===== src/rtl/mux_pkg.sv =====
`default_nettype none
// ============================================================================
// Module      : mux_pkg
// Description : Shared types and helpers for the arb_mux_n stream multiplexer
//               (arbitration mode enum, index-width helper).
// Revision    : 1.0  initial release
// ============================================================================
package mux_pkg;

  // Arbitration policy selected at elaboration time
  typedef enum logic [1:0] {
    MUX_FIXED = 2'd0,
    MUX_RR    = 2'd1,
    MUX_EXT   = 2'd2
  } mux_mode_e;

  // Index width for n channels; never returns 0 so a 1-channel corner
  // still produces a legal vector width.
  function automatic int idx_width(input int n);
    return (n <= 2) ? 1 : $clog2(n);
  endfunction

endpackage : mux_pkg
`default_nettype wire


===== src/rtl/arb_mux_n_if.sv =====
`default_nettype none
// ============================================================================
// Module      : arb_mux_n_if
// Description : Stream bundle for arb_mux_n: N producer channels in, one
//               registered consumer channel out, plus external select.
//               master = producer/consumer side, slave = multiplexer side.
// Revision    : 1.0  initial release
// ============================================================================
interface arb_mux_n_if
  import mux_pkg::*;
#(
  parameter int DW = 32,
  parameter int N  = 4
);

  localparam int SW = idx_width(N);

  // producer side
  logic [N-1:0]         in_valid;
  logic [N-1:0][DW-1:0] in_data;
  logic [N-1:0]         in_ready;
  logic [SW-1:0]        ext_sel;

  // consumer side
  logic                 out_valid;
  logic [DW-1:0]        out_data;
  logic [SW-1:0]        out_sel;
  logic                 out_ready;

  modport master (
    output in_valid, in_data, ext_sel, out_ready,
    input  in_ready, out_valid, out_data, out_sel
  );

  modport slave (
    input  in_valid, in_data, ext_sel, out_ready,
    output in_ready, out_valid, out_data, out_sel
  );

endinterface : arb_mux_n_if
`default_nettype wire


===== src/rtl/rr_arbiter.sv =====
`default_nettype none
// ============================================================================
// Module      : rr_arbiter
// Description : Combinational rotating-priority arbiter. The search begins at
//               ptr (or at 0 when fixed=1) and walks upward modulo N; the
//               first asserted request wins. Works for non-power-of-two N.
// Revision    : 1.0  initial release
// ============================================================================
module rr_arbiter
  import mux_pkg::*;
#(
  parameter int N  = 4,
  parameter int SW = idx_width(N)
) (
  input  logic [N-1:0]  req,
  input  logic [SW-1:0] ptr,
  input  logic          fixed,
  output logic [N-1:0]  grant,
  output logic [SW-1:0] grant_idx,
  output logic          grant_vld
);

  // One extra bit so start+offset never overflows before the modulo fold
  localparam logic [SW:0] c_n = (SW + 1)'(N);

  logic [SW:0]   start_w;
  logic [SW:0]   cand_w;
  logic [SW-1:0] cand_idx;
  logic          found;

  // Walk offsets 0..N-1 from the start point, folding back below N
  always_comb begin
    grant     = '0;
    grant_idx = '0;
    found     = 1'b0;
    cand_w    = '0;
    cand_idx  = '0;
    start_w   = fixed ? '0 : {1'b0, ptr};
    for (int k = 0; k < N; k++) begin
      cand_w = start_w + (SW + 1)'(k);
      if (cand_w >= c_n) begin
        cand_w = cand_w - c_n;
      end
      cand_idx = cand_w[SW-1:0];
      if (!found && req[cand_idx]) begin
        found           = 1'b1;
        grant[cand_idx] = 1'b1;
        grant_idx       = cand_idx;
      end
    end
    grant_vld = found;
  end

endmodule : rr_arbiter
`default_nettype wire


===== src/rtl/arb_mux_n.sv =====
`default_nettype none
// ============================================================================
// Module      : arb_mux_n
// Description : N-input valid/ready stream multiplexer with selectable
//               arbitration (fixed priority, round-robin, external select)
//               and a registered output stage. One beat per cycle with no
//               bubble on simultaneous drain and refill.
// Revision    : 1.0  initial release
// ============================================================================
module arb_mux_n
  import mux_pkg::*;
#(
  parameter int        DW   = 32,
  parameter int        N    = 4,
  parameter mux_mode_e MODE = MUX_RR
) (
  input  logic       clk,
  input  logic       rst_n,
  arb_mux_n_if.slave bus
);

  localparam int            SW     = idx_width(N);
  localparam logic [SW-1:0] c_last = SW'(N - 1);
  localparam logic          c_fixd = (MODE == MUX_FIXED);
  localparam logic          c_ext  = (MODE == MUX_EXT);
  localparam logic          c_rr   = (MODE == MUX_RR);

  // registered state
  logic          out_valid_q, out_valid_d;
  logic [DW-1:0] out_data_q,  out_data_d;
  logic [SW-1:0] out_sel_q,   out_sel_d;
  logic [SW-1:0] ptr_q,       ptr_d;

  // arbitration results
  logic [N-1:0]  arb_grant;
  logic [SW-1:0] arb_idx;
  logic          arb_vld;
  logic [N-1:0]  ext_grant;
  logic          ext_vld;
  logic [N-1:0]  grant;
  logic [SW-1:0] g_idx;
  logic          g_vld;
  logic          load;

  // Output register may accept a new beat when empty or being drained
  assign load = !out_valid_q || bus.out_ready;

  rr_arbiter #(
    .N  (N),
    .SW (SW)
  ) u_arb (
    .req       (bus.in_valid),
    .ptr       (ptr_q),
    .fixed     (c_fixd),
    .grant     (arb_grant),
    .grant_idx (arb_idx),
    .grant_vld (arb_vld)
  );

  // External steering: grant only a valid channel whose index matches;
  // an out-of-range ext_sel matches no channel and so grants nothing.
  always_comb begin
    ext_grant = '0;
    for (int i = 0; i < N; i++) begin
      ext_grant[i] = (bus.ext_sel == SW'(i)) && bus.in_valid[i];
    end
    ext_vld = |ext_grant;
  end

  // Pick the grant source for the configured mode
  always_comb begin
    if (c_ext) begin
      grant = ext_grant;
      g_idx = bus.ext_sel;
      g_vld = ext_vld;
    end else begin
      grant = arb_grant;
      g_idx = arb_idx;
      g_vld = arb_vld;
    end
  end

  // Accept only when the output stage can take the beat
  assign bus.in_ready = load ? grant : '0;

  // Next-state for output stage and rotation pointer
  always_comb begin
    out_valid_d = out_valid_q;
    out_data_d  = out_data_q;
    out_sel_d   = out_sel_q;
    ptr_d       = ptr_q;
    if (load) begin
      out_valid_d = g_vld;
      if (g_vld) begin
        out_data_d = bus.in_data[g_idx];
        out_sel_d  = g_idx;
        if (c_rr) begin
          ptr_d = (g_idx == c_last) ? '0 : g_idx + 1'b1;
        end
      end
    end
  end

  // State registers, cleared asynchronously so an in-flight beat is dropped
  always_ff @(posedge clk or negedge rst_n) begin
    if (!rst_n) begin
      out_valid_q <= 1'b0;
      out_data_q  <= '0;
      out_sel_q   <= '0;
      ptr_q       <= '0;
    end else begin
      out_valid_q <= out_valid_d;
      out_data_q  <= out_data_d;
      out_sel_q   <= out_sel_d;
      ptr_q       <= ptr_d;
    end
  end

  assign bus.out_valid = out_valid_q;
  assign bus.out_data  = out_data_q;
  assign bus.out_sel   = out_sel_q;

endmodule : arb_mux_n
`default_nettype wire


===== src/flat_wrapper.sv =====
// flat-port wrapper written by rule: the top's interface ports become plain ports
module arb_mux_n_flat import mux_pkg::*;
#(
  parameter int        DW   = 32,
  parameter int        N    = 4,
  parameter mux_mode_e MODE = MUX_RR
)
  (clk, rst_n, bus_in_valid, bus_in_data, bus_ext_sel, bus_out_ready, bus_in_ready, bus_out_valid, bus_out_data, bus_out_sel);
  arb_mux_n_if #(.DW(DW), .N(N)) bus_i ();
  input  logic clk;
  input  logic rst_n;
  input wire logic [$bits(bus_i.in_valid)-1:0] bus_in_valid;
  input wire logic [$bits(bus_i.in_data)-1:0] bus_in_data;
  input wire logic [$bits(bus_i.ext_sel)-1:0] bus_ext_sel;
  input wire logic [$bits(bus_i.out_ready)-1:0] bus_out_ready;
  output wire logic [$bits(bus_i.in_ready)-1:0] bus_in_ready;
  output wire logic [$bits(bus_i.out_valid)-1:0] bus_out_valid;
  output wire logic [$bits(bus_i.out_data)-1:0] bus_out_data;
  output wire logic [$bits(bus_i.out_sel)-1:0] bus_out_sel;
  assign bus_i.in_valid = bus_in_valid;
  assign bus_i.in_data = bus_in_data;
  assign bus_i.ext_sel = bus_ext_sel;
  assign bus_i.out_ready = bus_out_ready;
  assign bus_in_ready = bus_i.in_ready;
  assign bus_out_valid = bus_i.out_valid;
  assign bus_out_data = bus_i.out_data;
  assign bus_out_sel = bus_i.out_sel;
  arb_mux_n #(.DW(DW), .N(N), .MODE(MODE)) u_core (.clk(clk), .rst_n(rst_n), .bus(bus_i));
endmodule

===== config.mk =====
export PLATFORM = sky130hd
export DESIGN_NAME = arb_mux_n_flat
export DESIGN_NICKNAME = d
export VERILOG_FILES = /design/src/rtl/mux_pkg.sv /design/src/rtl/arb_mux_n_if.sv /design/src/rtl/rr_arbiter.sv /design/src/rtl/arb_mux_n.sv /design/src/flat_wrapper.sv
export SDC_FILE = /design/constraint.sdc
export NUM_CORES = 1
export LEC_CHECK = 0
export ABC_AREA = 1
export CELL_PAD_IN_SITES_DETAIL_PLACEMENT = 1
export CELL_PAD_IN_SITES_GLOBAL_PLACEMENT = 2
export CORE_AREA = 2 2 140 142
export DETAILED_ROUTE_END_ITERATION = 7
export DIE_AREA = 0 0 142 144
export GPL_TIMING_DRIVEN = 0
export PLACE_DENSITY_LB_ADDON = 0.1
export SKIP_LAST_GASP = 1
export SYNTH_ARGS = -nofsm -noshare
export SYNTH_HDL_FRONTEND = slang
export SYNTH_SLANG_ARGS = --single-unit

===== constraint.sdc =====
create_clock -name clk -period 2.59 [get_ports clk]
set_input_delay 0.6475 -clock clk [delete_from_list [all_inputs] [get_ports clk]]
set_output_delay 0.6475 -clock clk [all_outputs]
set_load 0.01 [all_outputs]

==> results.md <==
* Asr flop ratio synth at 100%
* Seq/Total Area, Yosys at 24.7%
* Final Hold Vio Count at 0
* IO Pins at 176
* Mapped Avg Cell Area at 5.87 sq um
* Flops & latches, synth at 37
* Met1 usage at 20.8%
* CP delay by family, top: flip-flops
* Largest net degree at the start of global routing at 36
* Number of flops mapped to enable cells by yosys at 0
* Worst Skew at 0.00355 ns
* # setup viols final at 3
* M3 GR Usage at 3.68%
* Ant. Diodes at 0
* P&R area growth vs syn at 66.9%
* Clock slew at reported path FFs at 0.06 ns
* Tcrit/Tclk final at 104%
* Main flop type after synthesis: dfrtp_1
* Root Buffer Master: clkbuf_16
* Clk buf depth at 2
* Design Area, Final at 0.00624 sq mm
* TritonRoute pass-1 iters at 6
* Critical Path Fanout Max at 5
* Dpl cell area at 0.00579 sq mm
* HP Class: input port to async pin
* WL/cell at 15.2 um
* Sink Count at 37
* Setup WS post-layout at -0.104 ns
* Vias per inst at 4.22
* GRT Overall Usage at 15.6%
* Clock period minus worst slack at 2.69 ns
* Die W at 142 um
* Slew Limit Fails at 0
* GR met2 Demand/Resource at 26.0%
* Syn Inst Count at 638
* CTS tree: done
* FP Rows at 51
* # DRC at 0
* Initial Utilization at 19.6%
* H-Tree Depth at 2
* Core Box Area at 0.0191 sq mm
* CP cell instances: inv_12, ha_4, inv_4, nand3_4, nand2_4, nor2_4, inv_2, buf_6, o221ai_4, o21ai_1, inv_1, buf_2
* Die area at 0.0204 sq mm
* DR iter-0 viols at 165
* Crit end category: output port
* Failing checks: setup timing
* Antenna violations before repair at 0
* Placer congestion estimate at 0.775
* Power density cells at 1580 mW/mm^2
* Worst Setup Start Kind: flip-flop
* First-pass GRT wire length at 24900 um
* DRT antenna net count at 0
* Required time worst endpoint at 1.94 ns
* Unrepaired setup endpoints after global routing: true
* GR Overflow Total at 0
* Crit path kind: flip-flop to output port
* Global route hottest layer: met2
* Synth cell types at 27
* CP max stage cell: dfrtp_2
* Inserted Clock Buffers at 5
* Final WL at 16300 um
* Nets at 979
* Vias at 4529
* Post-layout util at 32.7%
* CP arrival at 2.05 ns
* Fmax at 0.371 GHz
* Number of buffer and inverter stages on the critical path at 6
* Inst Count DP at 1050
* Slew at the pin closest to its max-slew limit at 0.513 ns
* Final Instance Count excl. Fillers at 1072
* Max-Cap Viols at 0
* Syn. warnings at 0
* P_leak at 3.36 nW
* Worst rel slew slack at 65.8%
* Worst VDD drop at 478 uV
* Share of layout cells above drive strength 1 at 13.3%
* Vias in the first global route at 4714
* Worst path max stage delay at 0.48 ns
* Synthesized cell area at 0.00374 sq mm
* DP Wirelength at 12400 um
* Syn_nets at 783
* Height of the die at 144 um
* Fillers at 2403
* I/O Buffers at 173
* Status: finished with violations
* Worst skew pair latency at 0.29 ns
sequential cells by signal (all words and copies together) (netlist names):
name                  flops
u_core.bus.out_data      32
u_core.bus.out_valid      1
u_core.ptr_q              2
u_core.bus.out_sel        2
cells by family (layout without fill, tap and decap cells):
| logic type | Yosys count | after routing | share of synthesized area [%] |
|---|---|---|---|
| simple gates | 380 | 380 | 47.4 |
| buf+inv | 195 | 391 | 22.5 |
| fa+ha+maj | 8 | 8 | 2.67 |
| flops | 37 | 37 | 24.7 |
| compound gates | 18 | 18 | 2.71 |
area by class of cell:
class,instances,area (sq um),area share [%]
Sequential cell,37,928,14.9
Inverter,153,597,9.56
Clock buffer,7,143,2.28
Buffer,41,275,4.41
Timing Repair Buffer,190,1860,29.8
Tap cell,238,298,4.77
Multi-Input combinational cell,406,2140,34.3
repair_timing:
item / 4_1_cts / 5_1_grt
gates resized for setup: 50 / 31
hold buffers: 0 / 0
endpoints found under the hold margin: 0 / 0
setup buffers: 13 / 3
pin swaps: 11 / 17
endpoints found under the setup margin: 34 / 35
cloned: 0 / 0
cells in the mapped netlist (all sizes together) (2+ instances only):
library cell,number,area share (%)
a21oi,4,0.53
buf,40,6.8
clkbuf,2,0.20
dfrtp,37,25
ha,8,2.7
inv,153,16
nand2,231,24
nand3,79,11
nand4,66,11
nor2,4,0.84
o21ai,9,1.2
placed cells by master, fill, tap and decap left out, types with 2 or more instances in the layout:
cell,synthesis,routed
buf_1,3,2
nand2_2,6,10
clkbuf_1,2,3
nand3_4,0,4
dfrtp_2,0,2
clkdlybuf4s50_1,0,164
nand4_1,65,65
dlygate4sd2_1,0,4
nand3_1,73,70
nand2_4,2,5
buf_2,25,25
dfrtp_1,37,35
buf_12,0,3
inv_2,4,3
nor2_1,3,2
inv_1,148,145
a21oi_1,4,3
clkbuf_16,0,5
nand3_2,6,5
buf_4,5,17
inv_4,0,4
o21ai_1,1,4
clkbuf_4,0,5
nand2_1,223,215
o21ai_0,8,2
ha_1,8,7
buf_6,7,8
o21ai_2,0,3
layer usage:
metal  wire length (um)  share of wire, %
met5                  0                 0
met4                118              0.72
met3               1000               6.1
met2               7580                46
met1               7630                47
final timing paths:
check | end | slack, ns | startpoint | cells after the start
min reg2reg | u_core.bus.out_data[11] | 0.48 | u_core.bus.out_data[11] | 2
max | bus_in_ready[1] | -0.10 | u_core.ptr_q[0] | 12
min in group clk | u_core.bus.out_data[11] | 0.48 | u_core.bus.out_data[11] | 2
max reg2reg | u_core.bus.out_data[12] | 0.11 | u_core.ptr_q[0] | 17
max in group asynchronous | u_core.ptr_q[0] | 2.01 | rst_n | 2
min | u_core.bus.out_valid | 0.16 | rst_n | 1
per-stage QoR:
stage | setup TNS, ns | hold WS, ns | worst slack [ns] | total power [mW]
2_1_floorplan | 0 | 0.352 | 0.175 | 5.91
3_3_place_gp | -19.86 | 0.462 | -0.743 | 8.48
3_5_place_dp | -11.11 | 0.469 | -0.784 | 8.55
4_1_cts | -0.264 | 0.164 | -0.0713 | 9.68
5_1_grt | -0.716 | 0.160 | -0.205 | 11.0
6_report | -0.204 | 0.163 | -0.104 | 9.88
worst reg2reg max path, cell delays in order (launching register included):
cell,delay [ns]
dfrtp_2,0.48
inv_12,0.05
ha_4,0.32
inv_4,0.07
nand3_4,0.07
nand2_4,0.07
buf_12,0.13
buf_4,0.12
a21oi_1,0.19
nand2_2,0.12
nand3_4,0.13
buf_12,0.15
buf_6,0.15
nand2_1,0.06
nand3_1,0.09
nand2_1,0.07
nand2_1,0.06
nand2_1,0.06
report_power, final:
part / internal (mW) / switching (mW) / leakage, nW / total (mW)
Combinational: 3.26 / 4.85 / 2.85 / 8.11
Sequential: 0.929 / 0.200 / 0.445 / 1.13
Clock: 0.379 / 0.256 / 0.0700 / 0.635
(Power assumes the default switching activity.)
